`src/rtl/fifo_wm_stat.sv`:
```
// Sticky overflow/underflow error flags and high-water-mark register for fifo_wm.
// Latency: flags and hwm update on the clock edge after the triggering cycle.
// Backpressure: none; it observes the FIFO every cycle and never stalls it.
module fifo_wm_stat #(
   parameter int unsigned CNT_W = 4
) (
   input  logic             clk,
   input  logic             rst_n,
   input  logic             push_drop,
   input  logic             pop_empty,
   input  logic [CNT_W-1:0] usage_next,
   input  logic             stat_clr,
   output logic             ovf,
   output logic             udf,
   output logic [CNT_W-1:0] hwm
);

   logic [CNT_W-1:0] hwm_next;

   // A clear reloads the mark from the upcoming fill level instead of zero,
   // so the mark never reads below the level the FIFO actually holds.
   always_comb begin
      hwm_next = hwm;
      if (stat_clr) begin
         hwm_next = usage_next;
      end else if (usage_next > hwm) begin
         hwm_next = usage_next;
      end
   end

   // Sticky flags: a new error in the same cycle as a clear wins.
   always_ff @(posedge clk or negedge rst_n) begin
      if (!rst_n) begin
         ovf <= 1'b0;
         udf <= 1'b0;
         hwm <= '0;
      end else begin
         ovf <= (ovf & ~stat_clr) | push_drop;
         udf <= (udf & ~stat_clr) | pop_empty;
         hwm <= hwm_next;
      end
   end

endmodule

```
`src/rtl/fifo_wm.sv`:
```
// Synchronous FIFO with programmable almost-full/almost-empty watermarks and error/statistics state.
// Latency: push to head in one cycle; zero cycles with FALL_THROUGH when the FIFO is empty.
// Backpressure: pushes while full are dropped (ovf_o); pops while empty are ignored (udf_o).
module fifo_wm #(
   parameter bit          FALL_THROUGH = 1'b0,
   parameter int unsigned DATA_WIDTH   = 32,
   parameter int unsigned DEPTH        = 8,
   parameter type         dtype        = logic [DATA_WIDTH-1:0],
   // Derived; exported so instantiators can size thresholds and counts.
   parameter int unsigned CNT_W        = $clog2(DEPTH + 1)
) (
   input  logic             clk_i,
   input  logic             rst_ni,
   input  logic             flush_i,
   input  logic             testmode_i,
   input  logic [CNT_W-1:0] alm_full_th_i,
   input  logic [CNT_W-1:0] alm_empty_th_i,
   input  dtype             data_i,
   input  logic             push_i,
   output dtype             data_o,
   input  logic             pop_i,
   output logic             full_o,
   output logic             empty_o,
   output logic [CNT_W-1:0] usage_o,
   output logic             alm_full_o,
   output logic             alm_empty_o,
   output logic             ovf_o,
   output logic             udf_o,
   output logic [CNT_W-1:0] hwm_o,
   input  logic             stat_clr_i
);

   // A single-entry FIFO still needs a (constant-zero) pointer bit.
   localparam int unsigned      PTR_W     = (DEPTH > 1) ? $clog2(DEPTH) : 1;
   localparam logic [CNT_W-1:0] DEPTH_CNT = CNT_W'(DEPTH);
   localparam logic [PTR_W-1:0] PTR_LAST  = PTR_W'(DEPTH - 1);

   if (DEPTH < 1) begin : g_depth_chk
      $error("fifo_wm: DEPTH must be at least 1");
   end

   dtype             mem [DEPTH];
   logic [PTR_W-1:0] rptr;
   logic [PTR_W-1:0] wptr;
   logic [CNT_W-1:0] usage;
   logic [CNT_W-1:0] usage_next;
   logic             full;
   logic             empty;
   logic             bypass;
   logic             push_ok;
   logic             pop_ok;
   logic             push_drop;
   logic             pop_empty;

   // The clock-gate bypass has no functional effect inside this block.
   logic unused_testmode;
   assign unused_testmode = testmode_i;

   // Pointers wrap explicitly at DEPTH-1 so non-power-of-2 depths work.
   function automatic logic [PTR_W-1:0] ptr_inc(input logic [PTR_W-1:0] p);
      return (p == PTR_LAST) ? '0 : p + PTR_W'(1);
   endfunction

   assign full  = (usage == DEPTH_CNT);
   assign empty = (usage == '0);

   // Fall-through hand-off: the entry passes straight from data_i to the
   // consumer and never touches storage, pointers or the count.
   assign bypass = FALL_THROUGH && empty && push_i && pop_i && !flush_i;

   // Flush swallows any push/pop issued alongside it, without error.
   assign push_ok   = push_i && !full  && !flush_i && !bypass;
   assign pop_ok    = pop_i  && !empty && !flush_i;
   assign push_drop = push_i && full   && !flush_i;
   assign pop_empty = pop_i  && empty  && !flush_i && !bypass;

   // Count is tracked incrementally; pointer difference is ambiguous when full.
   always_comb begin
      usage_next = usage;
      if (flush_i) begin
         usage_next = '0;
      end else if (push_ok && !pop_ok) begin
         usage_next = usage + CNT_W'(1);
      end else if (pop_ok && !push_ok) begin
         usage_next = usage - CNT_W'(1);
      end
   end

   // Pointer and count state; flush returns both pointers to entry 0.
   always_ff @(posedge clk_i or negedge rst_ni) begin
      if (!rst_ni) begin
         rptr  <= '0;
         wptr  <= '0;
         usage <= '0;
      end else begin
         usage <= usage_next;
         if (flush_i) begin
            rptr <= '0;
            wptr <= '0;
         end else begin
            if (push_ok) wptr <= ptr_inc(wptr);
            if (pop_ok)  rptr <= ptr_inc(rptr);
         end
      end
   end

   // Storage is not reset; the head is only meaningful while non-empty.
   always_ff @(posedge clk_i) begin
      if (push_ok) begin
         mem[wptr] <= data_i;
      end
   end

   assign data_o = (FALL_THROUGH && empty) ? data_i : mem[rptr];

   fifo_wm_stat #(
      .CNT_W      (CNT_W)
   ) u_stat (
      .clk        (clk_i),
      .rst_n      (rst_ni),
      .push_drop  (push_drop),
      .pop_empty  (pop_empty),
      .usage_next (usage_next),
      .stat_clr   (stat_clr_i),
      .ovf        (ovf_o),
      .udf        (udf_o),
      .hwm        (hwm_o)
   );

   assign full_o      = full;
   assign empty_o     = empty;
   assign usage_o     = usage;
   assign alm_full_o  = (usage >= alm_full_th_i);
   assign alm_empty_o = (usage <= alm_empty_th_i);

   // A dropped push must not advance the write pointer.
   a_no_wptr_move_on_drop : assert property (
      @(posedge clk_i) disable iff (!rst_ni) push_drop |=> $stable(wptr));

   // A pop on empty must not advance the read pointer.
   a_no_rptr_move_on_udf : assert property (
      @(posedge clk_i) disable iff (!rst_ni) pop_empty |=> $stable(rptr));

   // The fill count can never exceed the capacity.
   a_usage_in_range : assert property (
      @(posedge clk_i) disable iff (!rst_ni) usage <= DEPTH_CNT);

endmodule
```
`config.mk`:
```
export PLATFORM = sky130hd
export DESIGN_NAME = fifo_wm
export DESIGN_NICKNAME = d
export VERILOG_FILES = /design/src/rtl/fifo_wm_stat.sv /design/src/rtl/fifo_wm.sv
export SDC_FILE = /design/constraint.sdc
export NUM_CORES = 1
export LEC_CHECK = 0
export ABC_AREA = 1
export CORE_UTILIZATION = 52
export CTS_CLUSTER_SIZE = 24
export DETAILED_ROUTE_END_ITERATION = 12
export GPL_TIMING_DRIVEN = 0
export MAX_ROUTING_LAYER = met4
export PLACE_DENSITY = 0.74
export SYNTH_ARGS = -nofsm -noshare
export SYNTH_HDL_FRONTEND = slang
export SYNTH_SLANG_ARGS = --single-unit
export TNS_END_PERCENT = 50
```
`constraint.sdc`:
```
create_clock -name clk_i -period 3.3 [get_ports clk_i]
set_input_delay 0.99 -clock clk_i [delete_from_list [all_inputs] [get_ports clk_i]]
set_output_delay 0.99 -clock clk_i [all_outputs]
set_load 0.03 [all_outputs]
```
==> results of run 1 <==
==> layer usage <==
metal  up-vias  track usage  routed length (um)
met5         -            -                   0
met4         0       0.1093                 913
met3        73      0.03098                1885
met2       320       0.3904               12490
met1      3584       0.3259               10760
li1       3480            -                   -
==> synth_stat cells, types with 2 or more instances <==
| master | n |
|---|---|
| a21oi_1 | 3 |
| buf_1 | 3 |
| buf_2 | 5 |
| buf_4 | 2 |
| buf_6 | 12 |
| clkbuf_1 | 27 |
| dfrtp_1 | 16 |
| edfxtp_1 | 256 |
| ha_1 | 18 |
| inv_1 | 29 |
| inv_2 | 2 |
| inv_4 | 3 |
| nand2_1 | 132 |
| nand2_2 | 3 |
| nand2_4 | 3 |
| nand3_1 | 12 |
| nand3_2 | 3 |
| nand4_1 | 4 |
| nor2_1 | 144 |
| o21ai_0 | 110 |
| o21ai_1 | 27 |
| o21ai_2 | 2 |
| o21bai_1 | 2 |
| o22ai_1 | 64 |
| xnor2_1 | 2 |
==> path summary, 6_finish.rpt <==
path / from / depth (start not counted) / to
setup / recovery: rptr[0]$_DFFE_PN0P_ / 9 / data_o[13]
hold / removal: u_stat.hwm[1]$_DFFE_PN0P_ / 2 / u_stat.hwm[1]$_DFFE_PN0P_
setup reg to reg: usage_o[1]$_DFF_PN0_ / 18 / u_stat.hwm[0]$_DFFE_PN0P_
hold reg to reg: u_stat.hwm[1]$_DFFE_PN0P_ / 2 / u_stat.hwm[1]$_DFFE_PN0P_
max in group asynchronous: rst_ni / 1 / rptr[0]$_DFFE_PN0P_
min in group asynchronous: rst_ni / 1 / usage_o[0]$_DFF_PN0_
==> through the flow <==
stage	setup WS [ns]	cell area, um2	total power, W	TNS (ns)
after floorplan	0.01583	11150	0.004878	0
after global placement	-1.772	12410	0.005447	-425.95
after detailed placement	-0.4943	12670	0.005495	-5.185
after CTS	-0.09488	13550	0.008425	-0.1783
after global routing	-0.01818	13520	0.008693	-0.06542
final	0.03994	13520	0.008403	0
==> timing repair <==
action | 4_1_cts | 5_1_grt
pin swaps | 0 | 7
endpoints found under the setup margin | 36 | 33
resized for setup | 163 | 79
buffers inserted | 0 | 0
==> power breakdown <==
part / switching [W] / internal, W
Clock: 0.00125 / 0.00177
Sequential: 0.0000410 / 0.00385
Combinational: 0.000987 / 0.000508
Total: 0.00228 / 0.00613
==> cell families after synthesis <==
family | Yosys count
fa+ha+maj | 18
flops | 272
buf+inv | 84
simple gates | 305
compound gates | 211
xor+xnor | 2
==> cell type report <==
type                    instances  area, um2  share of cell area
flip-flops and latches        272       8089              0.5981
multi-input cells             536       2738              0.2024
repair buffers                 99      964.7             0.07133
clock buffers                  39      763.2             0.05643
plain buffers                  50      375.4             0.02775
well taps                     275      344.1             0.02544
inverters                      34      135.1            0.009992
clock inverters                12      115.1            0.008511
==> flip-flops by register name, summed over array words and instances, names as in the netlist <==
register and cells:
wptr 3, usage_o 4, u_stat.hwm 4, u_stat.ovf 1
mem 256, u_stat.udf 1, rptr 3
==> tightest hold or removal path: cells and delay by family (launching register included) <==
family / cells / cell delay, ns
AND/OR/NAND/NOR: 2 / 0.12
flip-flops: 1 / 0.36
==> results_dict.tcl, run 1 <==
set metrics [dict create \
    outcome "complete, no violations" \
    layout-drive-gt1-share 0.1564 \
    synth_top_family_by_area "simple AND/OR/NAND/NOR gates" \
    fp.dieH_um 148.5 \
    syn_nets 957 \
    cellLeakagePower_nw 4.976 \
    worstPathMaxFanout 10 \
    ff2ff_setup_slack_ns 0.55 \
    crit_type "reg -> out" \
    synth.area.top_cells "edfxtp_1 (69%), o21ai_0 (4.9%), nor2_1 (4.8%), nand2_1 (4.4%), dfrtp_1 (3.6%)" \
    worstSkewPairLatency_ns 0.54 \
    crit_path_end_kind "output port" \
    cts_buffer_depth 3 \
    viasPerCell 5.662 \
    drv_cap 0 \
    postRouteAntennaNets 0 \
    antenna-diode-count 0 \
    slew_headroom 0.4916 \
    syn_to_final_growth_pct 21.26 \
    hold_viol_final 0 \
    cts_tree "done" \
    fp.dieArea_mm2 0.02204 \
    tightest_slew_ns 0.7603 \
    core-area_mm2 0.02102 \
    post-dp-hpwl_um 16450 \
    ir_drop_uv 387.6 \
    timing.fmax_mhz 306.7 \
    start_util 0.5306 \
    rsz0062_at_grt "yes" \
    crit_path_top_delay_cell "dfrtp_2" \
    die_x_um 148.5 \
    synth_fa_ha_area_frac 0.02019 \
    fin_crit_ns 3.260 \
    grt_pass1_vias 7469 \
    dp_cells 1266 \
    layout.cells.most_common "edfxtp_1" \
    finalMaxSlewViolations 0 \
    grt_pass1_wl_um 39900 \
    power_density_mw_per_mm2 621.3 \
    synth-seq-area-share 0.7252 \
    vias 7457 \
    synth_cells 892 \
    synth_seq_cells 272 \
    critPathLaunchType "register" \
    track_usage 0.2480 \
    cp.arrival_ns 2.27 \
    timing.critical_path.mode_cell "nand2_1" \
    synthSimpleGateAreaFrac 0.1106 \
    synth_cell_type_count 33 \
    crit_required_ns 2.31 \
    drc 0 \
    gp_congestion 0.7900 \
    antenna_found_initial 0 \
    hold_path.class "reg -> reg" \
    cts_buffers 28 \
    synthesis.area_mm2 0.01115 \
    drt_iter0_markers 738 \
    synth-xor-area-share 0.001571 \
    yosysWarnings 0 \
    cts_root_buf "clkbuf_16" \
    synth_top_cell_by_area "edfxtp_1" \
    path_clk_slew_ns 0.06 \
    wire_per_inst_um 19.79 \
    synth_edf_count 256 \
    clkSinkCount 272 \
    crit_family "buffers and inverters" \
    synth.mux.area_fraction 0 \
    path_cells "buf_4, inv_4, buf_8, buf_6, nor2_1, o22ai_1, nand2_1, nand2_1, clkdlybuf4s15_2" \
    fillers 1553 \
    synth_top_area_share 0.6893 \
    wirelength_um 26060 \
    final-setup-viol-count 0 \
    synth-compound-area-share 0.1039 \
    htreeDepth 1 \
    nNetsFinal 1086 \
    finalClockSkew_ns 0.01147 \
    ios 93 \
    cp_num_buf_inv 5 \
    grt_max_degree 27 \
    avgSynthCellArea_um2 12.50 \
    fin_worst_hold_slack_ns 0.5186 \
    cpPeakStageDelay_ns 0.44 \
    dr.pass1.iters 5 \
    synthArstFlopShare 0.05882 \
    synthFlopType "edfxtp_1" \
    utilization 0.6434 \
    fp-row-count 53 \
    final_cell_mix "edfxtp_1 (256), nor2_1 (134), nand2_1 (132)" \
    io_buffers 91 \
    stdcell_count 1317 \
    grt_overflow 0 \
    post-route-period-util 0.9879 \
    hold_buffers 0 \
]
(Power assumes the default switching activity.)
==> run 2, diff against run 1 <==
CTS_CLUSTER_SIZE = default   (was 24)
==> results of run 2 <==
No change in the layout: final DEF, timing and power equal those of run 1.
